### config.mk
export PLATFORM = sky130hd
export DESIGN_NAME = spi_main_mc
export DESIGN_NICKNAME = d
export VERILOG_FILES = /design/src/rtl/spi_main_mc.sv
export SDC_FILE = /design/constraint.sdc
export NUM_CORES = 1
export LEC_CHECK = 0
export BUFFER_PORTS_ARGS = -buffer_cell sky130_fd_sc_hd__buf_4
export CAP_MARGIN = 20
export CORE_MARGIN = 4
export CORE_UTILIZATION = 50
export DETAILED_ROUTE_END_ITERATION = 7
export GPL_TIMING_DRIVEN = 0
export MAX_ROUTING_LAYER = met4
export PLACE_DENSITY = 0.78
export SLEW_MARGIN = 20
export SYNTH_ARGS = -nofsm -noshare
export SYNTH_HDL_FRONTEND = slang
export SYNTH_SLANG_ARGS = --single-unit
### constraint.sdc
create_clock -name clk -period 2.35 [get_ports clk]
set_input_delay 0 -clock clk [delete_from_list [all_inputs] [get_ports clk]]
set_output_delay 0 -clock clk [all_outputs]
set_load 0.03 [all_outputs]
### src/rtl/spi_main_mc.sv
// rtl/spi_main_mc.sv - multi-node SPI main with per-command mode, divider and CS-held bursts
module spi_main_mc #(
    parameter int NUM_NODES  = 4,
    parameter int DATA_WIDTH = 8,
    parameter int DIV_WIDTH  = 8,
    parameter int NODE_W     = (NUM_NODES > 1) ? $clog2(NUM_NODES) : 1
) (
    input  logic                  clk,
    input  logic                  rst,
    input  logic                  cmd_valid,
    output logic                  cmd_ready,
    input  logic [NODE_W-1:0]     cmd_node,
    input  logic                  cmd_cpol,
    input  logic                  cmd_cpha,
    input  logic [DIV_WIDTH-1:0]  cmd_div,
    input  logic [DATA_WIDTH-1:0] cmd_data,
    input  logic                  cmd_last,
    output logic                  rsp_valid,
    output logic [DATA_WIDTH-1:0] rsp_data,
    output logic                  busy,
    output logic                  sclk,
    output logic                  mosi,
    input  logic                  miso,
    output logic [NUM_NODES-1:0]  cs_n
);

    localparam int EW = $clog2(2 * DATA_WIDTH) + 1;
    localparam logic [EW-1:0] LAST_EDGE = EW'(2 * DATA_WIDTH - 1);

    typedef enum logic [2:0] {S_IDLE, S_LEAD, S_SHIFT, S_TRAIL, S_GAP, S_HOLD} state_t;

    state_t                state_q, state_d;
    logic [NODE_W-1:0]     node_q, node_d;
    logic                  cpol_q, cpol_d;
    logic                  cpha_q, cpha_d;
    logic                  last_q, last_d;
    logic [DIV_WIDTH-1:0]  div_q, div_d;
    logic [DIV_WIDTH-1:0]  cnt_q, cnt_d;
    logic [EW-1:0]         edge_q, edge_d;
    logic [DATA_WIDTH-1:0] tx_q, tx_d;
    logic [DATA_WIDTH-1:0] rx_q, rx_d;
    logic                  sclk_q, sclk_d;
    logic                  mosi_q, mosi_d;
    logic [NUM_NODES-1:0]  cs_n_q, cs_n_d;
    logic                  rsp_pend_q, rsp_pend_d;
    logic                  rsp_valid_q, rsp_valid_d;
    logic [DATA_WIDTH-1:0] rsp_data_q, rsp_data_d;

    logic tick, leading, sample, last_edge, accept;
    logic [DATA_WIDTH-1:0] rx_shift;

    // Out-of-range node indices decode to no chip select at all.
    function automatic logic [NUM_NODES-1:0] cs_decode(input logic [NODE_W-1:0] n);
        logic [NUM_NODES-1:0] r;
        r = '1;
        for (int i = 0; i < NUM_NODES; i++)
            if (n == NODE_W'(i)) r[i] = 1'b0;
        return r;
    endfunction

    assign tick      = (cnt_q == div_q);
    assign leading   = ~edge_q[0];
    assign sample    = leading ^ cpha_q;
    assign last_edge = (edge_q == LAST_EDGE);
    assign rx_shift  = {rx_q[DATA_WIDTH-2:0], miso};
    assign cmd_ready = (state_q == S_IDLE) || (state_q == S_HOLD);
    assign accept    = cmd_valid && cmd_ready;
    assign busy      = (state_q != S_IDLE);
    assign sclk      = sclk_q;
    assign mosi      = mosi_q;
    assign cs_n      = cs_n_q;
    assign rsp_valid = rsp_valid_q;
    assign rsp_data  = rsp_data_q;

    always_ff @(posedge clk or posedge rst) begin
        if (rst) begin
            state_q     <= S_IDLE;
            node_q      <= '0;
            cpol_q      <= 1'b0;
            cpha_q      <= 1'b0;
            last_q      <= 1'b0;
            div_q       <= '0;
            cnt_q       <= '0;
            edge_q      <= '0;
            tx_q        <= '0;
            rx_q        <= '0;
            sclk_q      <= 1'b0;
            mosi_q      <= 1'b0;
            cs_n_q      <= '1;
            rsp_pend_q  <= 1'b0;
            rsp_valid_q <= 1'b0;
            rsp_data_q  <= '0;
        end else begin
            state_q     <= state_d;
            node_q      <= node_d;
            cpol_q      <= cpol_d;
            cpha_q      <= cpha_d;
            last_q      <= last_d;
            div_q       <= div_d;
            cnt_q       <= cnt_d;
            edge_q      <= edge_d;
            tx_q        <= tx_d;
            rx_q        <= rx_d;
            sclk_q      <= sclk_d;
            mosi_q      <= mosi_d;
            cs_n_q      <= cs_n_d;
            rsp_pend_q  <= rsp_pend_d;
            rsp_valid_q <= rsp_valid_d;
            rsp_data_q  <= rsp_data_d;
        end
    end

    always_comb begin
        state_d     = state_q;
        node_d      = node_q;
        cpol_d      = cpol_q;
        cpha_d      = cpha_q;
        last_d      = last_q;
        div_d       = div_q;
        cnt_d       = cnt_q;
        edge_d      = edge_q;
        tx_d        = tx_q;
        rx_d        = rx_q;
        sclk_d      = sclk_q;
        mosi_d      = mosi_q;
        cs_n_d      = cs_n_q;
        rsp_pend_d  = 1'b0;
        // The response is published the cycle after the final SCLK edge.
        rsp_valid_d = rsp_pend_q;
        rsp_data_d  = rsp_pend_q ? rx_q : rsp_data_q;

        case (state_q)
            S_IDLE: begin
                cs_n_d = '1;
                sclk_d = cpol_q;
                mosi_d = 1'b0;
                if (accept) begin
                    node_d  = cmd_node;
                    cpol_d  = cmd_cpol;
                    cpha_d  = cmd_cpha;
                    div_d   = cmd_div;
                    last_d  = cmd_last;
                    cs_n_d  = cs_decode(cmd_node);
                    sclk_d  = cmd_cpol;
                    mosi_d  = cmd_cpha ? 1'b0 : cmd_data[DATA_WIDTH-1];
                    tx_d    = cmd_cpha ? cmd_data : {cmd_data[DATA_WIDTH-2:0], 1'b0};
                    cnt_d   = '0;
                    edge_d  = '0;
                    state_d = S_LEAD;
                end
            end
            S_LEAD: begin
                if (tick) begin
                    cnt_d   = '0;
                    state_d = S_SHIFT;
                end else begin
                    cnt_d = cnt_q + 1'b1;
                end
            end
            S_SHIFT: begin
                if (tick) begin
                    cnt_d  = '0;
                    sclk_d = ~sclk_q;
                    edge_d = edge_q + 1'b1;
                    if (sample) rx_d = rx_shift;
                    // CPHA=0 launches on trailing edges, CPHA=1 on leading edges.
                    if ((cpha_q && leading) || (!cpha_q && !leading && !last_edge)) begin
                        mosi_d = tx_q[DATA_WIDTH-1];
                        tx_d   = {tx_q[DATA_WIDTH-2:0], 1'b0};
                    end
                    if (last_edge) begin
                        rsp_pend_d = 1'b1;
                        state_d    = last_q ? S_TRAIL : S_HOLD;
                    end
                end else begin
                    cnt_d = cnt_q + 1'b1;
                end
            end
            S_TRAIL: begin
                mosi_d = 1'b0;
                if (tick) begin
                    cnt_d   = '0;
                    cs_n_d  = '1;
                    state_d = S_GAP;
                end else begin
                    cnt_d = cnt_q + 1'b1;
                end
            end
            S_GAP: begin
                mosi_d = 1'b0;
                if (tick) begin
                    cnt_d   = '0;
                    state_d = S_IDLE;
                end else begin
                    cnt_d = cnt_q + 1'b1;
                end
            end
            S_HOLD: begin
                mosi_d = 1'b0;
                sclk_d = cpol_q;
                // Burst continuation keeps the node and mode of the first word.
                if (accept) begin
                    div_d   = cmd_div;
                    last_d  = cmd_last;
                    mosi_d  = cpha_q ? 1'b0 : cmd_data[DATA_WIDTH-1];
                    tx_d    = cpha_q ? cmd_data : {cmd_data[DATA_WIDTH-2:0], 1'b0};
                    cnt_d   = '0;
                    edge_d  = '0;
                    state_d = S_LEAD;
                end
            end
            default: state_d = S_IDLE;
        endcase
    end

endmodule

==> impl_metrics.toml <==
[global_route]
grt_pass1_vias = 2560
grt_antenna_before_repair = 0
overflow = 0
grt_pass1_wl_mm = 12.9
grt_max_degree = 50
grtUsageTotal_pct = 22.6

[timing]
worstMarginPinSlew_ns = 0.618
relSlewSlack_pct = 58.0
final_hold_viol_count = 0
skew_ns = 0.00721
setup_viol = 0
fmax_mhz = 461
period_needed_ns = 2.17
period_share_pct = 92.2
slew_viol_final = 0
rsz0062_at_grt = "false"
setup_tns_ns = 0

[synth]
synth_area_leaders = "dfrtp_1, mux2_2, mux2i_1, dfstp_2, o21ai_0"
synth_area_um2 = 3220
yosysMostFrequentCell = "dfrtp_1"
synth_edf_count = 0
synthCells = 293
synth_flop_cell = "dfrtp_1"
async_flop_share_pct = 100
synth-seq-area-share_pct = 46.0
synth_top_area_share_pct = 42.7
yosys_warnings = 0
syn_avg_cell_area_um2 = 11.0
ys_types = 54
yosys-top-cells-count = "dfrtp_1, mux2_2, nand2_1"
synth_top_area_cell = "dfrtp_1"
ys_ff_latch = 59
syn-num-nets = 323

[layout]
multi_input_area_um2 = 1620
nFillCells = 473
fin_area_um2 = 4010
ff_latch_area_um2 = 1480
layout-drive-gt1-share_pct = 32.1
nets = 389
antenna_cells = 0
syn_to_final_growth_pct = 24.5

[clock_tree]
clock_sinks = 59
post_cts_buffers = 0
cts-buffers-inserted = 9
ctsHtreeMaxLevel = 3
hold_buffers = 14
cts_buffer_depth = 2
cts-root-buf = "clkbuf_8"
cts_tree = "yes"
insertion_delay_ns = 0.35
path_clk_slew_ns = 0.07
post_cts_resize_count = 0

[worst_setup_path]
cp.arrival_ns = 2.39
crit_required_ns = 2.58
crit_fanout = 10
crit_path_start_kind = "flip-flop"
end_kind = "flip-flop"
worst-setup-path-type = "flip-flop to flip-flop"

[run_status]
status = "finished clean"

[die]
die_w_um = 88.3
die_height_um = 88.3
core_um2 = 6100
start_util_pct = 52.9
rows = 28
die_area_um2 = 7790
io_pins = 42

[detailed_routing]
viasPerCell = 5.67
ant_nets = 0
drc = 0
wl_mm = 7.69
drtIter0Drc = 178
first_pass_iters = 4
drt-wirelength-per-cell_um = 17.5
vias = 2489

[placement]
place_congestion = 0.800
io_buffers = 40
hpwl_mm = 4.94
place_area_um2 = 3650

[power]
vdd_ir_drop_max_uv = 713
p_per_area_nw_per_um2 = 1020
p_leak_nw = 1.85

[run]
cap_violations = 0

[worst_hold_path]
hold_path.class = "primary input to flip-flop"
==> worst max-delay path, stage by stage (launching register included) <==
cell     delay (ns)
dfrtp_1        0.44
buf_2          0.21
xor2_1         0.17
nor3b_2        0.56
buf_4          0.30
mux2_2         0.36
==> power by group <==
group / switching (mW) / total (mW) / internal (mW)
Clock: 0.421 / 1.07 / 0.649
Combinational: 0.802 / 1.45 / 0.651
Sequential: 0.226 / 1.55 / 1.33
==> sequential cells by signal (all words and copies together) (netlist names) <==
name        cells
cs_n            4
edge_q          5
rx_q            8
rsp_data        8
sclk            1
div_q           8
tx_q            8
state_q         3
rsp_pend_q      1
mosi            1
cpol_q          1
cpha_q          1
rsp_valid       1
last_q          1
cnt_q           8
==> cell families after synthesis <==
family          after synthesis  share of synthesized area (%)
compound gates               57                           12.0
xor+xnor                     14                           4.04
fa+ha+maj                     5                           1.94
buf+inv                      26                           3.88
flops                        59                           46.0
mux                          52                           17.6
simple gates                 80                           14.5
==> worst paths after layout <==
| kind | startpoint | slack [ns] | depth (start not counted) | endpoint |
|---|---|---|---|---|
| worst max-delay path | state_q[2] | 0.18 | 5 | div_q[6] |
| worst min-delay path | cmd_data[2] | 0.11 | 4 | tx_q[2] |
| worst max register to register | state_q[2] | 0.18 | 5 | div_q[6] |
| worst min register to register | rsp_pend_q | 0.40 | 0 | rsp_valid |
| max in group asynchronous | rst | 1.69 | 4 | cs_n[0] |
| min in group asynchronous | rst | 0.12 | 3 | edge_q[2] |
==> metrics by stage <==
step | std cells | hold slack, ns | total power, mW | utilization [%] | worst slack (ns)
finish | 439 | 0.112 | 4.08 | 65.8 | 0.183
global route | 439 | 0.113 | 4.32 | 65.8 | 0.101
CTS | 439 | 0.0979 | 4.08 | 65.8 | 0.194
detailed placement | 409 | -0.0743 | 2.99 | 59.8 | 0.220
global placement | 408 | 0.207 | 2.92 | 59.3 | 0.142
floorplan | 293 | 0.117 | 2.59 | - | 0.526
==> cells in the final DEF (no fill, tap or decap), drive strengths merged, types with 2 or more instances in the layout <==
cell and instances:
buf 49, xnor2 6, bufinv 2, a22o 2, a21o 4, ha 5, clkbuf 19, nand4 7
nor3b 2, xor2 8, nand2b 5, dlygate4sd3 14, a21oi 10, o221ai 2, inv 10, nor2b 4
dfrtp 55, mux2i 18, dfstp 4, nand3b 2, mux2 34, nor2 16, o2bb2ai 2, nand2 18
o21ba 2, and2 4, clkinv 3, nor3 2, nor4 3, nand3 9, and3 5, o21ai 19
a211oi 8
==> per-layer routing <==
metal | track usage (%) | vias to the layer above | share of wire [%]
li1 | - | 1187 | -
met1 | 27.7 | 1210 | 42
met2 | 35.5 | 75 | 49
met3 | 5.87 | 17 | 6.5
met4 | 9.62 | 0 | 2.0
met5 | - | - | 0
==> cell type report <==
| cell class | count | share of cell area [%] |
|---|---|---|
| Buffer | 16 | 2.18 |
| Clock buffer | 11 | 3.77 |
| Clock inverter | 5 | 1.87 |
| Inverter | 10 | 0.998 |
| Multi-Input combinational cell | 208 | 40.3 |
| Sequential cell | 59 | 36.9 |
| Tap cell | 75 | 2.34 |
| Timing Repair Buffer | 55 | 11.7 |
Power figures use the tool's default switching activity.
